$ cat src/rtl/shift_add_multiplier.sv
// rtl/shift_add_multiplier.sv - sequential unsigned N x N -> N shift-and-add multiplier
// One shifter forms a << cnt each BUSY cycle; early exit once no higher b bits remain.

module shift_left_logical #(
  parameter int N = 32
) (
  input  logic [N-1:0]         data_i,
  input  logic [$clog2(N)-1:0] shamt_i,
  output logic [N-1:0]         data_o
);
  assign data_o = data_i << shamt_i;
endmodule

module shift_add_multiplier #(
  parameter int N = 32
) (
  input  logic         clk,
  input  logic         rst,
  input  logic         in_valid,
  output logic         in_ready,
  input  logic [N-1:0] a,
  input  logic [N-1:0] b,
  output logic         out_valid,
  input  logic         out_ready,
  output logic [N-1:0] product,
  output logic         overflow
);
  localparam int SW = $clog2(N);
  localparam logic [SW-1:0] CNT_MAX = SW'(N - 1);

  typedef enum logic [1:0] {S_IDLE, S_BUSY, S_DONE} state_t;

  state_t         state_q, state_d;
  logic [N-1:0]   a_q, a_d, b_q, b_d, acc_q, acc_d, prod_q, prod_d;
  logic [SW-1:0]  cnt_q, cnt_d;
  logic           ovf_q, ovf_d, oflow_q, oflow_d;

  logic [N-1:0]   shifted;
  logic [N:0]     sum;
  logic [N-1:0]   b_rem;
  logic           lost, last;

  shift_left_logical #(.N(N)) u_shl (
    .data_i  (a_q),
    .shamt_i (cnt_q),
    .data_o  (shifted)
  );

  assign sum   = {1'b0, acc_q} + {1'b0, shifted};
  // top cnt bits of a fall off the end of the shifter
  assign lost  = |(a_q & ~({N{1'b1}} >> cnt_q));
  assign b_rem = b_q >> cnt_q;
  assign last  = ((b_rem >> 1) == '0) || (cnt_q == CNT_MAX);

  always_ff @(posedge clk or posedge rst) begin
    if (rst) begin
      state_q <= S_IDLE;
      a_q     <= '0;
      b_q     <= '0;
      cnt_q   <= '0;
      acc_q   <= '0;
      ovf_q   <= 1'b0;
      prod_q  <= '0;
      oflow_q <= 1'b0;
    end else begin
      state_q <= state_d;
      a_q     <= a_d;
      b_q     <= b_d;
      cnt_q   <= cnt_d;
      acc_q   <= acc_d;
      ovf_q   <= ovf_d;
      prod_q  <= prod_d;
      oflow_q <= oflow_d;
    end
  end

  always_comb begin
    state_d = state_q;
    a_d     = a_q;
    b_d     = b_q;
    cnt_d   = cnt_q;
    acc_d   = acc_q;
    ovf_d   = ovf_q;
    prod_d  = prod_q;
    oflow_d = oflow_q;
    case (state_q)
      S_IDLE: begin
        if (in_valid) begin
          a_d     = a;
          b_d     = b;
          cnt_d   = '0;
          acc_d   = '0;
          ovf_d   = 1'b0;
          state_d = S_BUSY;
        end
      end
      S_BUSY: begin
        if (b_q[cnt_q]) begin
          acc_d = sum[N-1:0];
          ovf_d = ovf_q | sum[N] | lost;
        end
        if (last) begin
          state_d = S_DONE;
          prod_d  = acc_d;
          oflow_d = ovf_d;
        end else begin
          cnt_d = cnt_q + 1'b1;
        end
      end
      S_DONE: begin
        if (out_ready) state_d = S_IDLE;
      end
      default: state_d = S_IDLE;
    endcase
  end

  assign in_ready  = (state_q == S_IDLE);
  assign out_valid = (state_q == S_DONE);
  assign product   = prod_q;
  assign overflow  = oflow_q;
endmodule

$ cat config.mk
export PLATFORM = sky130hd
export DESIGN_NAME = shift_add_multiplier
export DESIGN_NICKNAME = d
export VERILOG_FILES = /design/src/rtl/shift_add_multiplier.sv
export SDC_FILE = /design/constraint.sdc
export NUM_CORES = 1
export LEC_CHECK = 0
export BUFFER_PORTS_ARGS = -buffer_cell sky130_fd_sc_hd__buf_2
export CAP_MARGIN = 20
export CORE_MARGIN = 3
export CORE_UTILIZATION = 40
export DETAILED_ROUTE_END_ITERATION = 12
export GPL_TIMING_DRIVEN = 0
export SETUP_SLACK_MARGIN = 0.15
export SYNTH_ARGS = -nofsm -noshare
export SYNTH_HDL_FRONTEND = slang
export SYNTH_SLANG_ARGS = --single-unit
$ cat constraint.sdc
create_clock -name clk -period 4.9 [get_ports clk]
set_clock_uncertainty 0.05 [all_clocks]
set_input_delay 0.245 -clock clk [delete_from_list [all_inputs] [get_ports clk]]
set_output_delay 0.245 -clock clk [all_outputs]
set_load 0.02 [all_outputs]
# After elaboration in Yosys (flattened, before gate mapping)
# Cells that the tools add are included.
dict set report totals {
  reg_bits 137
  inputBits 68
  elab_cells 50
}
dict set report op_classes {
  add_sub_neg 2
  order_cmp 1
  n_eq_ne 7
  shifts 3
  muxes 15
  bitwise_logic 4
  reduce_logical 10
}
# cell count
set ops {}
lappend ops {{$mux W32} 2}
lappend ops {{$pmux W32 S2} 1}
lappend ops {{$add A32 B32 Y33} 1}
lappend ops {{$and A32 B32 Y32} 1}
lappend ops {{$logic_not A32 Y1} 1}
lappend ops {{$not A32 Y32} 1}
lappend ops {{$reduce_or A32 Y1} 1}
lappend ops {{$shl A32 B5 Y32} 1}
lappend ops {{$shr A32 B5 Y32} 1}
lappend ops {{$shr A32 B5 Y32 const A} 1}
lappend ops {{$mux W5} 2}
lappend ops {{$pmux W5 S2} 1}
lappend ops {{$lt A5 B6 Y1 const B} 1}
lappend ops {{$mux W2} 3}
lappend ops {{$ne A2 B2 Y1 const B} 3}
lappend ops {{$pmux W2 S3} 1}
lappend ops {{$reduce_and A2 Y1} 3}
lappend ops {{$reduce_and A3 Y1} 2}
lappend ops {{$add A5 B1 Y5 const B} 1}
lappend ops {{$bmux W1 S5} 1}
lappend ops {{$eq A5 B5 Y1 const B} 1}
lappend ops {{$mux W1} 3}
lappend ops {{$eq A2 B1 Y1 const B} 1}
lappend ops {{$eq A2 B2 Y1 const B} 1}
lappend ops {{other kinds (6)} 7}

# Longest topological paths before layout
dict set report depth {
  word_depth 7
  ltp_mapped 23
  mapped_depth_nobuf 17
}

# Modules after synthesis
# A second synthesis with hierarchy kept.
dict set report unflattened {
  hier_cells 1067
  area_unflattened_um2 10110.9
}
# mod n_inst cells_each area_per_inst_um2 seq_area_each_um2
set by_module_without_submodules {}
lappend by_module_without_submodules {shift_add_multiplier 1 891 8386.8 3428.3}
lappend by_module_without_submodules {shift_left_logical 1 176 1724.2 0.0}

# Worst setup path after synthesis
# No wires, ideal clock.
dict set report synth_path {
  path_type {reg-to-reg}
  start {register cnt_q[0]}
  end {register oflow_q, in the netlist overflow}
  setup_time_ns 0.125
  arrival_time_ns 4.675
  t_required_ns 4.725
  setup_slack_ns 0.051
  path_stages_with_launch 21
  path_buffers 7
  period_less_slack_ns 4.849
  cell_sequence {dfrtp_1 -> buf_6 -> buf_6 -> buf_6 -> buf_2 -> buf_2 -> buf_2 -> mux4_2 -> mux2i_1 -> o21ai_0 -> nor2b_1 -> ha_1 -> clkbuf_1 -> a21oi_1 -> nand2_1 -> a221o_1 -> o21ai_1 -> a21oi_1 -> o21a_1 -> a211o_1 -> mux2_2}
}
dict set report synth_via {
  elab_chain_cells 6
  elab_cells_between_ends 16
  cone_classes {1 x add/sub; 1 x eq/ne; 3 x shift; 3 x mux; 4 x bitwise; 4 x reduce/logical}
}
# item line_no
set synth_rtl {}
lappend synth_rtl {{start: declaration} 35} ;# logic [SW-1:0] cnt_q, cnt_d;
lappend synth_rtl {{start signal: assignment} 69} ;# cnt_q <= cnt_d;
lappend synth_rtl {{branches (longest 6 deep; another with $add A32 B32 Y33)} -}
lappend synth_rtl {{end signal: assignment} 73} ;# oflow_q <= oflow_d;
lappend synth_rtl {{end: declaration} 36} ;# logic ovf_q, ovf_d, oflow_q, oflow_d;
# Parallel ways; which one is timed is not known. The select of a mux whose other input is x is not followed.
# A chain may end at the register's enable or synchronous reset.

# Worst setup path after layout
dict set report layout_path {
  start {register cnt_q[1]}
  end {register oflow_q, in the netlist overflow}
}
# The elaborated chain is that of the path after synthesis.

==> impl_results.md <==
- Max Buffers Root-to-Sink: 2
- Placement Rows: 58
- Worst r2r src: cnt_q[1]$_DFFE_PP0P_
- Post-synthesis cell count: approximately 1,300
- HP Start: a[4]
- Status: finished, final reports clean
- TritonCTS buffer count: 17
- Largest stage delay, worst path: between 0.4 and 0.5 ns
- Global Route Usage Sum: 0.253
- DR DRC count: 0
- Post-synth ARST share: 1.00
- Dpl ws: -0.859 ns
- DR pass1 iterations: 6
- F_max: between 200 and 250 MHz
- DP HPWL: approximately 26 mm
- Crit path max fanout: 10
- Vias: just over 10,000
- Area Overhead vs Synth: 26.9%
- Initial Util: 0.409
- Pin count of the biggest net entering global routing: between 80 and 90
- Slowest CP cell: dfrtp_2
- Hold Vio Cnt, Final: 0
- Setup TNS: 0 ns
- Synth Flop Type: dfrtp_1
- Die area: around 28,000 um2
- GPL Wtd Cong: 0.960
- Clock Sinks: around 140
- Worst setup SP type: flop
- Initial DRC Count: ~1,100
- Final WL: 36.1 mm
- Post-synth top area cell: dfrtp_1
- Worst-path clk slew: ~0.07 ns
- PnR worst setup slack: around 0.23 ns
- Clock Latency Late Sink: 0.44 ns
- Post-route ant nets: 0
- Placed Area: 11,300 um2
- Worst Hold Endpoint: a_q[4]$_DFFE_PP0P_
- Htree depth: 4
- Final Max Slew Viols: 0
- Number of synthesized flops with an enable pin: 0
- Via-to-Cell Ratio: about 5.8
- DP Cell Count: 1,687
- Sequential share of the synthesized area: 0.331
- Max_cap viols: 0
- Internal reg-to-reg setup slack: 0.23 ns
- Die Height: around 170 um
- # diodes: 0
- Core area: 25,300 um2
- Syn Area/Cell: roughly 8.3 um2
- Fillers: 2,430
- Ranking of synthesized cells by area: dfrtp_1 (33%), nand2_1 (12%), mux2i_1 (6.7%), ha_1 (4.5%), mux2_2 (4.4%)
- Worst-case headroom to the max-slew limit: 0.372
- Yosys cell types: 77
- Final setup vio count: 0
- CTS root buffer: clkbuf_16
- Share of cells above drive strength 1: 0.215
- Synthesized area: between 10,000 and 15,000 um2
- Crit end category: flop
- Worst r2r path cells: 19
- Wire per inst: roughly 20 um
- RSZ-0062 raised after global routing: true
- Vias in the first global route: roughly 10,000
- Critical path type: reg2reg
- Final instance area: about 13,000 um2
- Hold Path Class: in2reg
- Nets: ~1,600
- Port bufs: slightly above 100
- Initial antenna violation count: 0
- # IOs: around 100
- CP cell instances: buf_8 > buf_12 > buf_8 > buf_12 > buf_12 > buf_12 > mux4_2 > buf_4 > a21oi_2 > nand2_1 > o21ai_0 > o21ai_0 > ha_2 > or3_1 > o211ai_1 > nand3_1 > o21a_1 > a211o_1 > mux2_2
- Synth Register Bits: around 140
- Required time worst endpoint: between 5 and 6 ns
- Die X: approximately 170 um
- Hold Crit Depth: 3
- Fin crit period: 4.67 ns
- Fin cells: about 1,800
- Global-route wire length before repair: 56.1 mm
- Top-area cell type share of the netlist area: 0.331
- Yosys warning total: 0
- Final period util: 0.953
- Syn_nets: about 1,400
- Slew @ Worst Pin: roughly 0.94 ns
- Capture point of the worst reg-to-reg path: overflow$_DFFE_PP0P_
- Worst EP arrival: ~5.0 ns
- CTS tree: done
- Total gr overflow: 0
- Most frequent CP cell: buf_12
## layout make-up
type / count / area [um2] / area share
multi-input combinational: 1009 / 6710 / 0.511
tap: 330 / 413 / 0.0314
clock inverter: 15 / 165 / 0.0126
sequential: 137 / 3430 / 0.261
buffer: 80 / 553 / 0.0421
clock buffer: 17 / 425 / 0.0324
timing repair buffer: 188 / 1330 / 0.102
inverter: 26 / 103 / 0.00781
## layout by cell type (no fill, tap or decap), types with 6 or more instances in the layout
cell / count
nor2_1: 54
inv_1: 21
nand2b_1: 7
o211ai_1: 12
mux2i_1: 63
mux4_2: 15
mux2_2: 40
dlygate4sd3_1: 63
clkbuf_2: 12
buf_6: 7
nor2b_1: 17
o22ai_1: 8
a21oi_1: 48
nor3_1: 19
o21ai_2: 6
o31ai_1: 8
nand2_1: 336
buf_4: 24
nand4_1: 6
dfrtp_1: 136
ha_1: 33
buf_2: 111
buf_1: 9
a21o_1: 19
inv_6: 6
xnor2_1: 10
and2_1: 6
xor2_1: 9
o21ai_0: 75
a21oi_2: 8
a31oi_1: 9
a211oi_1: 12
nand3_1: 36
o21a_1: 10
a21boi_0: 6
and3_1: 9
clkbuf_1: 28
buf_12: 7
clkbuf_16: 17
o2bb2ai_1: 8
## how the worst max path moves through the flow
stage          slack (ns)  cells past startpoint            startpoint                 endpoint
2_1_floorplan        0.13                     20  cnt_q[0]$_DFFE_PP0P_     overflow$_DFFE_PP0P_
3_5_place_dp        -0.86                     20  cnt_q[1]$_DFFE_PP0P_     overflow$_DFFE_PP0P_
4_1_cts              0.13                     19  cnt_q[1]$_DFFE_PP0P_     overflow$_DFFE_PP0P_
6_report             0.23                     19  cnt_q[1]$_DFFE_PP0P_     overflow$_DFFE_PP0P_
5_1_grt              0.13                     23  cnt_q[1]$_DFFE_PP0P_  product[29]$_DFFE_PP0P_
3_3_place_gp        -0.98                      2                   rst    acc_q[24]$_DFFE_PP0P_
## Yosys cell counts, types with 4 or more instances
master / number
o21ai_0: 86
o2bb2ai_1: 8
o21bai_1: 4
a211oi_1: 15
o21a_1: 11
inv_1: 22
buf_1: 14
o211ai_1: 12
nor2_1: 54
a32oi_1: 4
nor3_1: 20
nor3b_1: 4
nand3_1: 36
nor2b_1: 18
xor2_1: 9
buf_6: 8
nor4_1: 6
mux2_2: 40
a221oi_1: 4
a21o_1: 19
xnor2_1: 10
a31oi_1: 12
clkbuf_1: 40
mux2i_1: 69
nand2b_1: 7
ha_1: 37
or3_1: 5
nand4_1: 6
o31ai_1: 11
a311oi_1: 4
nand2_1: 336
and3_1: 9
buf_2: 17
dfrtp_1: 137
o22ai_1: 9
a21boi_0: 6
a21oi_1: 59
mux4_2: 15
and2_1: 6
a2111oi_0: 4
## cell families after synthesis
logic type,after synthesis,share of synthesized area
flops,137,0.331
xor+xnor,19,0.0161
simple gates,517,0.214
buf+inv,108,0.0481
mux,128,0.149
compound gates,306,0.195
fa+ha+maj,39,0.0476
## state kept, by name, indices dropped and copies added, names as in the netlist
name,cells
a_q,32
acc_q,32
b_q,32
product,32
cnt_q,5
state_q,2
overflow,1
ovf_q,1
## worst max-delay path, delay by kind of cell, from the launching register on
kind | cells | cell delay (ns)
compound gates | 6 | 1.37
buf+inv | 7 | 1.06
mux | 2 | 0.63
simple gates | 3 | 0.63
flops | 1 | 0.44
fa+ha+maj | 1 | 0.37
## timing repair
action	in CTS	in global routing
gates resized for setup	63	64
pin swaps	8	16
endpoints found under the setup margin	47	31
hold buffers	63	0
endpoints found under the hold margin	115	0
buffers inserted	9	13
## routing by layer
| metal | track usage | vias to the layer above | part of all wire |
|---|---|---|---|
| met1 | 0.364 | 5003 | 0.46 |
| met5 | 0 | - | 0 |
| li1 | - | 4916 | - |
| met2 | 0.410 | 390 | 0.47 |
| met3 | 0.0335 | 57 | 0.062 |
| met4 | 0.0531 | 0 | 0.017 |
## through the flow
stage,hold WS [ns],util
floorplan,0.300,-
global placement,0.384,0.445
detailed placement,0.284,0.447
CTS,0.00885,0.506
global route,0.0236,0.518
finish,0.0188,0.518
Power is not shown: default switching activity piles up to over one toggle a cycle in this logic, so the estimate is an artifact.
